### src/rtl/fifo_stream_reader_if.sv
`default_nettype none
// ============================================================================
// Module   : fifo_stream_reader_if
// Purpose  : FIFO read-side and stream-side signals of fifo_stream_reader.
// Revision : 1.0
// ============================================================================
interface fifo_stream_reader_if #(
   parameter int WORD_WIDTH = 8,
   parameter int CNT_WIDTH  = 16
);
   logic                  enable_in;
   logic                  fifo_empty_in;
   logic [WORD_WIDTH-1:0] fifo_data_in;
   logic                  fifo_rd_en_out;
   logic                  vld_out;
   logic                  rdy_in;
   logic [WORD_WIDTH-1:0] data_out;
   logic                  last_out;
   logic [CNT_WIDTH-1:0]  word_cnt_out;
   logic                  idle_out;

   modport master (
      input  enable_in, fifo_empty_in, fifo_data_in, rdy_in,
      output fifo_rd_en_out, vld_out, data_out, last_out, word_cnt_out, idle_out
   );

   modport slave (
      output enable_in, fifo_empty_in, fifo_data_in, rdy_in,
      input  fifo_rd_en_out, vld_out, data_out, last_out, word_cnt_out, idle_out
   );
endinterface
`default_nettype wire

### src/rtl/fifo_stream_reader.sv
`default_nettype none
// ============================================================================
// Module   : fifo_stream_reader
// Purpose  : Reads a registered-output FIFO into a 2-entry valid/ready buffer.
//            Optional burst marker on last_out via macro FIFO_RD_LAST_EN.
// Revision : 1.0
// ============================================================================
module fifo_stream_reader #(
   parameter int WORD_WIDTH = 8,
   parameter int CNT_WIDTH  = 16,
   parameter int BURST_LEN  = 4
) (
   input wire                  clk_in,
   input wire                  reset_in,
   fifo_stream_reader_if.master bus
);

   if (BURST_LEN < 1) begin : g_burst_len_check
      $error("BURST_LEN must be at least 1");
   end

   logic [1:0]            count_q, count_d;
   logic                  inflight_q, inflight_d;
   logic [WORD_WIDTH-1:0] buf0_q, buf0_d;
   logic [WORD_WIDTH-1:0] buf1_q, buf1_d;
   logic [CNT_WIDTH-1:0]  word_cnt_q, word_cnt_d;
   logic                  pop;
   logic                  rd_en;
   logic [1:0]            count_pop;

   always_comb begin
      pop       = (count_q != 2'd0) & bus.rdy_in;
      // rdy_in reaches rd_en combinationally so a full buffer can still read each cycle
      rd_en     = reset_in & bus.enable_in & ~bus.fifo_empty_in &
                  (((({1'b0, count_q} + {2'b00, inflight_q}) < 3'd2)) | pop);
      count_pop = count_q - {1'b0, pop};
      buf0_d    = buf0_q;
      buf1_d    = buf1_q;
      if (pop) begin
         buf0_d = buf1_q;
      end
      if (inflight_q) begin
         if (count_pop == 2'd0) begin
            buf0_d = bus.fifo_data_in;
         end else begin
            buf1_d = bus.fifo_data_in;
         end
      end
      count_d    = count_pop + {1'b0, inflight_q};
      inflight_d = rd_en;
      word_cnt_d = word_cnt_q + {{(CNT_WIDTH-1){1'b0}}, pop};
   end

   always_ff @(posedge clk_in) begin
      if (!reset_in) begin
         count_q    <= 2'd0;
         inflight_q <= 1'b0;
         buf0_q     <= '0;
         buf1_q     <= '0;
         word_cnt_q <= '0;
      end else begin
         count_q    <= count_d;
         inflight_q <= inflight_d;
         buf0_q     <= buf0_d;
         buf1_q     <= buf1_d;
         word_cnt_q <= word_cnt_d;
      end
   end

`ifdef FIFO_RD_LAST_EN
   localparam int                 BURST_W   = (BURST_LEN > 1) ? $clog2(BURST_LEN) : 1;
   localparam logic [BURST_W-1:0] BURST_MAX = BURST_W'(BURST_LEN - 1);

   logic [BURST_W-1:0] burst_q, burst_d;

   always_comb begin
      burst_d = burst_q;
      if (pop) begin
         burst_d = (burst_q == BURST_MAX) ? '0 : burst_q + BURST_W'(1);
      end
   end

   always_ff @(posedge clk_in) begin
      if (!reset_in) begin
         burst_q <= '0;
      end else begin
         burst_q <= burst_d;
      end
   end

   assign bus.last_out = (count_q != 2'd0) & (burst_q == BURST_MAX);
`else
   assign bus.last_out = 1'b0;
`endif

   assign bus.fifo_rd_en_out = rd_en;
   assign bus.vld_out        = (count_q != 2'd0);
   assign bus.data_out       = buf0_q;
   assign bus.word_cnt_out   = word_cnt_q;
   assign bus.idle_out       = (count_q == 2'd0) & ~inflight_q;

endmodule
`default_nettype wire

### src/flat_wrapper.sv
// flat-port wrapper written by rule: the top's interface ports become plain ports
module fifo_stream_reader_flat 
#(
   parameter int WORD_WIDTH = 8,
   parameter int CNT_WIDTH  = 16,
   parameter int BURST_LEN  = 4
)
  (clk_in, reset_in, bus_enable_in, bus_fifo_empty_in, bus_fifo_data_in, bus_rdy_in, bus_fifo_rd_en_out, bus_vld_out, bus_data_out, bus_last_out, bus_word_cnt_out, bus_idle_out);
  fifo_stream_reader_if #(.WORD_WIDTH(WORD_WIDTH), .CNT_WIDTH(CNT_WIDTH)) bus_i ();
  input wire clk_in;
  input wire reset_in;
  input wire logic [$bits(bus_i.enable_in)-1:0] bus_enable_in;
  input wire logic [$bits(bus_i.fifo_empty_in)-1:0] bus_fifo_empty_in;
  input wire logic [$bits(bus_i.fifo_data_in)-1:0] bus_fifo_data_in;
  input wire logic [$bits(bus_i.rdy_in)-1:0] bus_rdy_in;
  output wire logic [$bits(bus_i.fifo_rd_en_out)-1:0] bus_fifo_rd_en_out;
  output wire logic [$bits(bus_i.vld_out)-1:0] bus_vld_out;
  output wire logic [$bits(bus_i.data_out)-1:0] bus_data_out;
  output wire logic [$bits(bus_i.last_out)-1:0] bus_last_out;
  output wire logic [$bits(bus_i.word_cnt_out)-1:0] bus_word_cnt_out;
  output wire logic [$bits(bus_i.idle_out)-1:0] bus_idle_out;
  assign bus_i.enable_in = bus_enable_in;
  assign bus_i.fifo_empty_in = bus_fifo_empty_in;
  assign bus_i.fifo_data_in = bus_fifo_data_in;
  assign bus_i.rdy_in = bus_rdy_in;
  assign bus_fifo_rd_en_out = bus_i.fifo_rd_en_out;
  assign bus_vld_out = bus_i.vld_out;
  assign bus_data_out = bus_i.data_out;
  assign bus_last_out = bus_i.last_out;
  assign bus_word_cnt_out = bus_i.word_cnt_out;
  assign bus_idle_out = bus_i.idle_out;
  fifo_stream_reader #(.WORD_WIDTH(WORD_WIDTH), .CNT_WIDTH(CNT_WIDTH), .BURST_LEN(BURST_LEN)) u_core (.clk_in(clk_in), .reset_in(reset_in), .bus(bus_i));
endmodule
### config.mk
export PLATFORM = sky130hd
export DESIGN_NAME = fifo_stream_reader_flat
export DESIGN_NICKNAME = d
export VERILOG_FILES = /design/src/rtl/fifo_stream_reader_if.sv /design/src/rtl/fifo_stream_reader.sv /design/src/flat_wrapper.sv
export SDC_FILE = /design/constraint.sdc
export NUM_CORES = 1
export LEC_CHECK = 0
export BUFFER_PORTS_ARGS = -buffer_cell sky130_fd_sc_hd__buf_2
export CAP_MARGIN = 5
export CORE_ASPECT_RATIO = 0.5
export CORE_MARGIN = 1.5
export CORE_UTILIZATION = 50
export DETAILED_ROUTE_END_ITERATION = 8
export GPL_TIMING_DRIVEN = 0
export PLACE_DENSITY = 0.88
export RECOVER_POWER = 100
export SKIP_LAST_GASP = 1
export SYNTH_ARGS = -nofsm -noshare
export SYNTH_HDL_FRONTEND = slang
export SYNTH_SLANG_ARGS = --single-unit
export TNS_END_PERCENT = 1
### constraint.sdc
create_clock -name clk_in -period 4.2 [get_ports clk_in]
set_clock_uncertainty 0.1 [all_clocks]
set_input_delay 0.84 -clock clk_in [delete_from_list [all_inputs] [get_ports clk_in]]
set_output_delay 0.84 -clock clk_in [all_outputs]
set_load 0.01 [all_outputs]
==> results.txt, run 1 <==
status: completed
area taken by flip-flops and latches: 701 sq um
highest achievable clock rate: 0.345 GHz
first-pass GRT wire length: 5890 um
final layout net count: 233
share of flip-flops with an asynchronous set or reset after synthesis: 0%
fraction of the yosys area taken by sequential cells: 46.4%
CP Data Arrival Time: 3.02 ns
GRT Util Overall: 23.3%
proportion of netlist area held by the largest area contributor: 46.4%
most common flop cell mapped by yosys: sky130_fd_sc_hd__dfxtp_1
worst hold margin: 0.379 ns
sum of routed wire length over all layers: 3570 um
CP startpoint kind: input pin
Overall Power: 0.648 mW
worst supply voltage drop on vdd: 0.173 mV
clock period minus worst slack: 2.89 ns
most common cell after layout, fill and taps aside: sky130_fd_sc_hd__dfxtp_1
kind of capture point of the worst setup path: flop
Remaining Overflow, GRT: 0
Synthesis Warnings: 0
Filler cells: 235
height of the die: 41.8 um
power dissipated by switching net loads: 0.147 mW
DRC marker count from the first detailed-route iteration: 50
half-perimeter wire length after detailed placement: 2530 um
cell repeated most along the worst path: sky130_fd_sc_hd__clkbuf_1
max-slew violation count: 0
routed length per instance: 14.0 um
Critical Path Slowest Stage Cell: sky130_fd_sc_hd__o21ai_0
setup violation total in the final timing report: 0
via count of the first global-routing pass: 1325
routed via count divided by cell count: 5.40
category of the critical setup timing path: input pin to flop
setup repair after global routing missed its margin: false
core outline area: 2730 sq um
post-cts repair resize count: 0
Initial Util: 55.2%
ratio of cells with drive above 1 in the final layout: 12.8%
GP Congestion: 0.798
post-route ant nets: 0
area of the die: 3380 sq um
Inst Count DP: 247
switching part of the total: 22.7%
number of buffers between clock root and the deepest sink: 2
cell types occupying the most area after synthesis: sky130_fd_sc_hd__dfxtp_1 46%, sky130_fd_sc_hd__nor2_1 7.5%, sky130_fd_sc_hd__nand2_1 5.7%, sky130_fd_sc_hd__mux2i_1 5.3%, sky130_fd_sc_hd__xor2_1 5.2%
area taken by multi-input logic gates: 743 sq um
syn avg cell area: 8.82 sq um
smallest setup slack after layout: 1.31 ns
final-report hold violation count: 0
post-CTS setup buffer count: 0
sequential group share of total power: 52.7%
post-synthesis cell type with the largest combined area: sky130_fd_sc_hd__dfxtp_1
post-place setup slack: 1.61 ns
H-tree depth: 2
relative max-transition margin: 21.4%
drt first pass iters: 4
antenna cell count: 0
Max stage delay on crit path: 0.46 ns
number of enable-type register cells in the synthesized netlist: 0
hold-fix buffer count after cts: 0
cell chosen for the clock root: sky130_fd_sc_hd__clkbuf_8
distinct cell type count after synthesis: 33
CTS tree: yes
latest clock arrival within the worst-skew pair: 0.29 ns
Clock Sink Count: 35
setup TNS: 0 ns
Area Growth Syn to Fin: 19.9%
critical-path cell list: clkbuf_1 > o21ai_0 > inv_2 > clkbuf_1 > ha_1 > nand2_1 > or4_1 > a21oi_1
final core utilization: 66.2%
Std-Cell Rows: 13
Clk network pwr share: 41.5%
floorplan die width: 80.7 um
count of buffers inserted at the top-level ports: 39
final standard cell count with taps included and fillers excluded: 255
actual transition at the worst max-transition pin: 1.17 ns
area of the mapped netlist: 1510 sq um
post-synth net total: 187
clock-pin transition on the worst setup and hold timing paths: 0.07 ns
cells after synthesis: 171
synthesis-stage register bit count: 35
power density of the placed cells: 358 nW/um^2
required time of the critical path: 4.32 ns
reported leakage power: 0.760 nW
I/O pin count: 41
number of antenna violations at the first check in global routing: 0
logic gate share of total power: 5.8%
DRC errors left: 0
Min-Delay Path Class: flop to flop
Post-Layout Inst Area: 1810 sq um
maximum number of pins on one net before global-route repair: 11
largest fanout of any net on the critical path: 10
highest-count cells in the layout ignoring fill and taps: 35 x sky130_fd_sc_hd__dfxtp_1, 34 x sky130_fd_sc_hd__clkbuf_1, 30 x sky130_fd_sc_hd__nor2_1
number of CTS-inserted buffers: 5
final critical-path share of the clock period: 68.9%
placed instance area: 1750 sq um
total number of vias: 1377
P_int: 0.501 mW
total of max-cap violations: 0
[state kept, by name (all words and copies together) (netlist names)]
signal / cells
u_core.bus.word_cnt_out: 16
u_core.inflight_q: 1
u_core.bus.data_out: 8
u_core.count_q: 2
u_core.buf1_q: 8
[final cells by class]
type	count	area share, %
Multi-Input combinational cell	122	41.1
Sequential cell	35	38.7
Tap cell	37	2.56
Clock buffer	8	5.53
Inverter	6	1.24
Timing Repair Buffer	39	8.85
Buffer	8	2.01
[path summary, 6_finish.rpt]
kind,from,endpoint,slack (ns),cells after the start
min reg2reg,u_core.buf1_q[4],u_core.bus.data_out[4],0.38,2
max,bus_rdy_in,u_core.bus.word_cnt_out[13],1.31,8
max reg2reg,u_core.count_q[1],u_core.bus.word_cnt_out[13],1.67,7
min,u_core.buf1_q[4],u_core.bus.data_out[4],0.38,2
[critical path, delay by kind of cell]
| kind | cells | cell delay, ns |
|---|---|---|
| buf+inv | 3 | 0.76 |
| compound gates | 2 | 0.61 |
| simple gates | 2 | 0.51 |
| fa+ha+maj | 1 | 0.28 |
[per-layer routing]
| layer | vias to the layer above | part of all wire [%] | track usage, % |
|---|---|---|---|
| met1 | 645 | 43 | 25.7 |
| met4 | 0 | 1.8 | 8.97 |
| li1 | 677 | - | - |
| met5 | - | 0 | 0 |
| met2 | 44 | 50 | 42.4 |
| met3 | 11 | 6.0 | 6.59 |
[cells in the mapped netlist (all sizes together) (3+ instances only)]
library cell  count
nor2             30
dfxtp            35
a21oi             5
a311oi            8
and2              5
inv               6
nand2            23
mux2i             8
ha                3
xnor2             3
clkbuf            3
buf               5
xor2              9
nand4             6
nand3             5
and4              3
[power groups by stage]
stage,Combinational (mW),Clock [mW],Sequential (mW)
floorplan,0.0179,0,0.350
global placement,0.0375,0,0.348
detailed placement,0.0391,0,0.349
CTS,0.0393,0.269,0.341
global route,0.0409,0.286,0.342
finish,0.0375,0.269,0.341
[kinds of logic after synthesis]
family,Yosys count,synth area share (%)
buffers and inverters,14,4.06
DFF,35,46.4
xor gates and xnor gates,12,6.97
other,1,0.249
and+or+nand+nor,79,25.1
adders and majority gates,3,2.49
AOI/OAI and AO/OA,19,9.37
muxes,8,5.31
Power figures use the tool's default switching activity.
==> run 2: changes to the inputs <==
CORE_UTILIZATION = 46   (was 50)
PLACE_DENSITY = 0.85   (was 0.88)
clock period = 2.5 ns   (was 4.2 ns; I/O delays follow)
==> run 2 against run 1 <==
Effect of this change: count of clock-buffer cells in the layout stayed put; combinational power up 65%; sequential power increased by 68%; first-iteration DRC count rose by 60%; utilization shrank 7.0 points; design area is 0.35% higher; critical endpoint is now u_core.bus.word_cnt_out[14]; largest cell class unchanged.
==> results.txt, run 2 (synthesis results as in run 1) <==
status: completed
highest achievable clock rate: 0.485 GHz
height of the die: 43.5 um
Std-Cell Rows: 14
post-cts repair resize count: 0
core outline area: 3070 sq um
routed length per instance: 13.2 um
grt met3 use: 4.57%
H-tree depth: 2
required time of the critical path: 2.62 ns
latest clock arrival within the worst-skew pair: 0.29 ns
maximum number of pins on one net before global-route repair: 11
final layout net count: 233
ratio of cells with drive above 1 in the final layout: 12.4%
routed via count divided by cell count: 5.42
number of buffers between clock root and the deepest sink: 2
number of CTS-inserted buffers: 5
Max stage delay on crit path: 0.46 ns
Clock Sink Count: 35
total number of vias: 1398
cell chosen for the clock root: sky130_fd_sc_hd__clkbuf_8
hold-fix buffer count after cts: 0
first-pass GRT wire length: 5450 um
via count of the first global-routing pass: 1251
Critical Path Slowest Stage Cell: sky130_fd_sc_hd__or3_2
sum of routed wire length over all layers: 3390 um
CTS tree: yes
busiest layer in global routing: met2
I/O pin count: 41
floorplan die width: 84.0 um
final-report hold violation count: 0
post-CTS setup buffer count: 0
met1 Usage GRT: 23.1%
grt met2 use: 34.0%
Min-Delay Path Class: input pin to flop
number of antenna violations at the first check in global routing: 0
largest fanout of any net on the critical path: 6
drt first pass iters: 7
half-perimeter wire length after detailed placement: 2420 um
DRC marker count from the first detailed-route iteration: 80
flip-flop count of the largest register, all copies and words added: 16
reported leakage power: 0.753 nW
area of the die: 3650 sq um
setup TNS: 0 ns
clock period minus worst slack: 2.06 ns
count of buffers inserted at the top-level ports: 39
power density of the placed cells: 598 nW/um^2
GRT Util Overall: 19.1%
Remaining Overflow, GRT: 0
GP Congestion: 0.836
highest-count cells in the layout ignoring fill and taps: 35 x sky130_fd_sc_hd__clkbuf_1, 35 x sky130_fd_sc_hd__dfxtp_1, 30 x sky130_fd_sc_hd__nor2_1
setup violation total in the final timing report: 0
post-route ant nets: 0
CP startpoint kind: input pin
DRC errors left: 0
worst supply voltage drop on vdd: 0.280 mV
final critical-path share of the clock period: 82.5%
antenna cell count: 0
Overall Power: 1.09 mW
CP Data Arrival Time: 2.18 ns
category of the critical setup timing path: input pin to flop
kind of capture point of the worst setup path: flop
setup repair after global routing missed its margin: false
clock-pin transition on the worst setup and hold timing paths: 0.07 ns
critical-path cell list: clkbuf_1 > o211ai_1 > inv_1 > ha_1 > and4_1 > nand2_1 > or3_2 > a21oi_1
Area Growth Syn to Fin: 20.3%
relative max-transition margin: 62.1%
max-slew violation count: 0
Initial Util: 49.2%
total of max-cap violations: 0
Filler cells: 280
actual transition at the worst max-transition pin: 0.568 ns
==> run 2: cell types whose count changed in the layout (fill, tap and decap cells not counted), sizes merged <==
| cell | change |
|---|---|
| buf | -1 |
| clkbuf | +1 |
| clkinv | +1 |
| inv | -1 |
==> run 2: worst paths after layout <==
path,from,end,slack [ns],cells after the start
worst max-delay path,bus_rdy_in,u_core.bus.word_cnt_out[14],0.44,8
worst min-delay path,bus_fifo_empty_in,u_core.inflight_q,0.29,2
worst max register to register,u_core.count_q[1],u_core.bus.word_cnt_out[14],0.46,7
worst min register to register,u_core.buf1_q[2],u_core.bus.data_out[2],0.38,2
==> run 2: area by class of cell <==
type	instances	area, sq um	area share (%)
repair buffers	39	160	8.82
inverters	6	22.5	1.24
clock buffers	8	100	5.51
multi-input cells	122	747	41.1
well taps	40	50.0	2.76
plain buffers	8	35.0	1.93
flip-flops and latches	35	701	38.6
==> run 2: worst max-delay path: cells and delay by family <==
family                   cells  cell delay [ns]
AND/OR/NAND/NOR              3             0.87
buffers and inverters        2             0.30
adder cells (fa/ha/maj)      1             0.20
AO/OA/AOI/OAI                2             0.31
==> run 2: power by group <==
group,switching [mW],leakage [nW],internal [mW],total (mW)
clock network,0.200,0.0515,0.251,0.451
registers,0.00675,0.283,0.567,0.574
logic,0.0392,0.418,0.0226,0.0619
total,0.246,0.753,0.841,1.09
==> run 2: metrics by stage <==
stage / setup slack, ns / std cells / instance area, sq um / util [%] / hold WS, ns
after global placement: 0.325 / 250 / 1750 / 57.2 / 0.359
after CTS: 0.497 / 258 / 1850 / 60.5 / 0.285
final: 0.438 / 258 / 1820 / 59.2 / 0.285
after detailed placement: 0.292 / 250 / 1750 / 57.2 / 0.369
after global routing: 0.327 / 258 / 1820 / 59.2 / 0.308
after floorplan: 0.622 / 171 / 1510 / - / 0.354
==> run 2: metal layers <==
metal  vias up  wire, um
li1        675         -
met1       673      1500
met2        43      1690
met3         7       172
met4         0        36
met5         -         0
==> run 3: changes to the inputs <==
clock period = 1.75 ns   (was 2.5 ns; I/O delays follow)
==> run 3 against run 2 <==
Effect of this change: the flow now finishes with violations (negative setup slack); first-iteration DRC count down 34%; count of clock-buffer cells in the layout is 2 lower; combinational power is 53% higher; sequential share of layout area down 2.3 points; wire length increased by 6.7%; cell count increased by 2.7%; design area up 7.9%; critical path type is now flop to flop; critical endpoint is now u_core.bus.word_cnt_out[10]; largest power group unchanged.
==> results.txt, run 3 (synthesis results as in run 1) <==
CTS tree: yes
path depth of the worst reg2reg path: 8
smallest setup slack after layout: -0.0320 ns
origin of the critical flop-to-flop path: u_core.count_q[0]
DRC errors left: 0
H-tree depth: 2
Critical path destination: u_core.bus.word_cnt_out[10]
half-perimeter wire length after detailed placement: 2480 um
category of the critical setup timing path: flop to flop
violated checks: negative setup slack
Post-Layout Inst Area: 1960 sq um
total of max-cap violations: 0
area taken by multi-input logic gates: 779 sq um
number of CTS-inserted buffers: 5
floorplan die width: 84.0 um
final layout net count: 240
antenna cell count: 0
R2R Setup Slk: -0.03 ns
GRT Util Overall: 19.9%
Filler cells: 244
reg-to-reg endpoint: u_core.bus.word_cnt_out[10]
CP startpoint kind: flop
via count of the first global-routing pass: 1316
worst supply voltage drop on vdd: 0.530 mV
max-slew violation count: 0
post-route ant nets: 0
height of the die: 43.5 um
placed instance area: 1760 sq um
setup violation total in the final timing report: 2
CP Data Arrival Time: 1.84 ns
GP Congestion: 0.769
flip-flop count of the largest register, all copies and words added: 16
count of buffers inserted at the top-level ports: 39
most common cell after layout, fill and taps aside: sky130_fd_sc_hd__dfxtp_1
kind of capture point of the worst setup path: flop
hold-fix buffer count after cts: 0
actual transition at the worst max-transition pin: 0.539 ns
I/O pin count: 41
area of the die: 3650 sq um
cell chosen for the clock root: sky130_fd_sc_hd__clkbuf_8
clock period minus worst slack: 1.78 ns
Remaining Overflow, GRT: 0
highest-count cells in the layout ignoring fill and taps: 32 x sky130_fd_sc_hd__dfxtp_1, 30 x sky130_fd_sc_hd__nor2_1, 27 x sky130_fd_sc_hd__buf_2
setup repair after global routing missed its margin: true
launch point of the critical path: u_core.count_q[0]
final-report hold violation count: 0
number of antenna violations at the first check in global routing: 0
highest achievable clock rate: 0.561 GHz
number of buffers between clock root and the deepest sink: 2
relative max-transition margin: 64.0%
clock-pin transition on the worst setup and hold timing paths: 0.07 ns
status: complete, but fails checks
Min-Delay Path Class: input pin to flop
Clock Sink Count: 35
drt first pass iters: 4
core outline area: 3070 sq um
required time of the critical path: 1.80 ns
largest fanout of any net on the critical path: 4
DRC marker count from the first detailed-route iteration: 53
routed length per instance: 13.7 um
final critical-path share of the clock period: 102%
first-pass GRT wire length: 5660 um
area taken by flip-flops and latches: 712 sq um
Initial Util: 49.2%
latest clock arrival within the worst-skew pair: 0.29 ns
power density of the placed cells: 850 nW/um^2
sum of routed wire length over all layers: 3620 um
final core utilization: 63.9%
routed via count divided by cell count: 5.39
Area Growth Syn to Fin: 29.9%
ratio of cells with drive above 1 in the final layout: 26.2%
reported leakage power: 0.863 nW
Std-Cell Rows: 14
maximum number of pins on one net before global-route repair: 12
total number of vias: 1428
run 3: cell types whose count changed in the layout (fill, tap and decap cells not counted), moves of 2 or more:
cell,change
sky130_fd_sc_hd__buf_2,+15
sky130_fd_sc_hd__dfxtp_1,-3
sky130_fd_sc_hd__dfxtp_4,+3
sky130_fd_sc_hd__clkbuf_1,-17
sky130_fd_sc_hd__buf_6,+2
sky130_fd_sc_hd__ha_1,-2
sky130_fd_sc_hd__buf_4,+6
run 3: worst min path at each step:
| stage | start | to | slack, ns | cells after the start |
|---|---|---|---|---|
| after CTS | bus_fifo_empty_in | u_core.inflight_q | 0.13 | 2 |
| final | bus_fifo_empty_in | u_core.inflight_q | 0.13 | 2 |
| after floorplan | bus_fifo_empty_in | u_core.inflight_q | 0.33 | 1 |
| after detailed placement | u_core.bus.data_out[2] | u_core.bus.data_out[2] | 0.37 | 2 |
| after global routing | bus_fifo_empty_in | u_core.inflight_q | 0.14 | 2 |
| after global placement | u_core.buf1_q[7] | u_core.bus.data_out[7] | 0.36 | 2 |
run 3: stage by stage:
stage	hold slack [ns]	instances	TNS [ns]	worst slack [ns]	total power, mW
after floorplan	0.328	171	0	0.00331	0.884
after global placement	0.359	250	-0.433	-0.220	0.926
after detailed placement	0.372	250	-0.531	-0.267	0.929
after CTS	0.132	260	-0.0774	-0.0443	1.67
after global routing	0.144	265	-0.586	-0.119	1.72
final	0.133	265	-0.0564	-0.0320	1.67
run 3: worst max-delay path, stage by stage (launching register included):
cell,delay (ns)
sky130_fd_sc_hd__dfxtp_4,0.36
sky130_fd_sc_hd__o211ai_1,0.26
sky130_fd_sc_hd__inv_1,0.12
sky130_fd_sc_hd__ha_4,0.18
sky130_fd_sc_hd__and4_4,0.19
sky130_fd_sc_hd__buf_6,0.12
sky130_fd_sc_hd__nand4_1,0.09
sky130_fd_sc_hd__xor2_1,0.17
sky130_fd_sc_hd__nor2_1,0.06
run 3: what timing repair did:
item / 4_1_cts / 5_1_grt
setup buffers: 2 / 5
pin swaps: 0 / 5
setup endpoints to repair: 4 / 10
gates cloned: 0 / 0
resized for setup: 5 / 8
run 3: cell type report:
cell class                 instances  area share [%]
tap                               40            2.55
multi-input combinational        122            39.8
clock buffer                       6            4.21
buffer                             8            2.30
inverter                           6            1.15
sequential                        35            36.3
clock inverter                     2            1.79
timing repair buffer              46            11.9
run 3: layer usage:
metal	share of wire (%)	track usage (%)	routed length (um)	vias up
li1	-	-	-	694
met1	45	23.9	1620	686
met2	48	33.2	1750	38
met3	5.0	7.05	180	10
met4	2.0	8.85	74	0
met5	0	0	0	-
run 3: power by group:
part	total [mW]	switching, mW	internal [mW]	leakage [nW]
Clock	0.756	0.295	0.461	0.0612
Combinational	0.0949	0.0580	0.0370	0.516
Sequential	0.815	0.00904	0.806	0.285
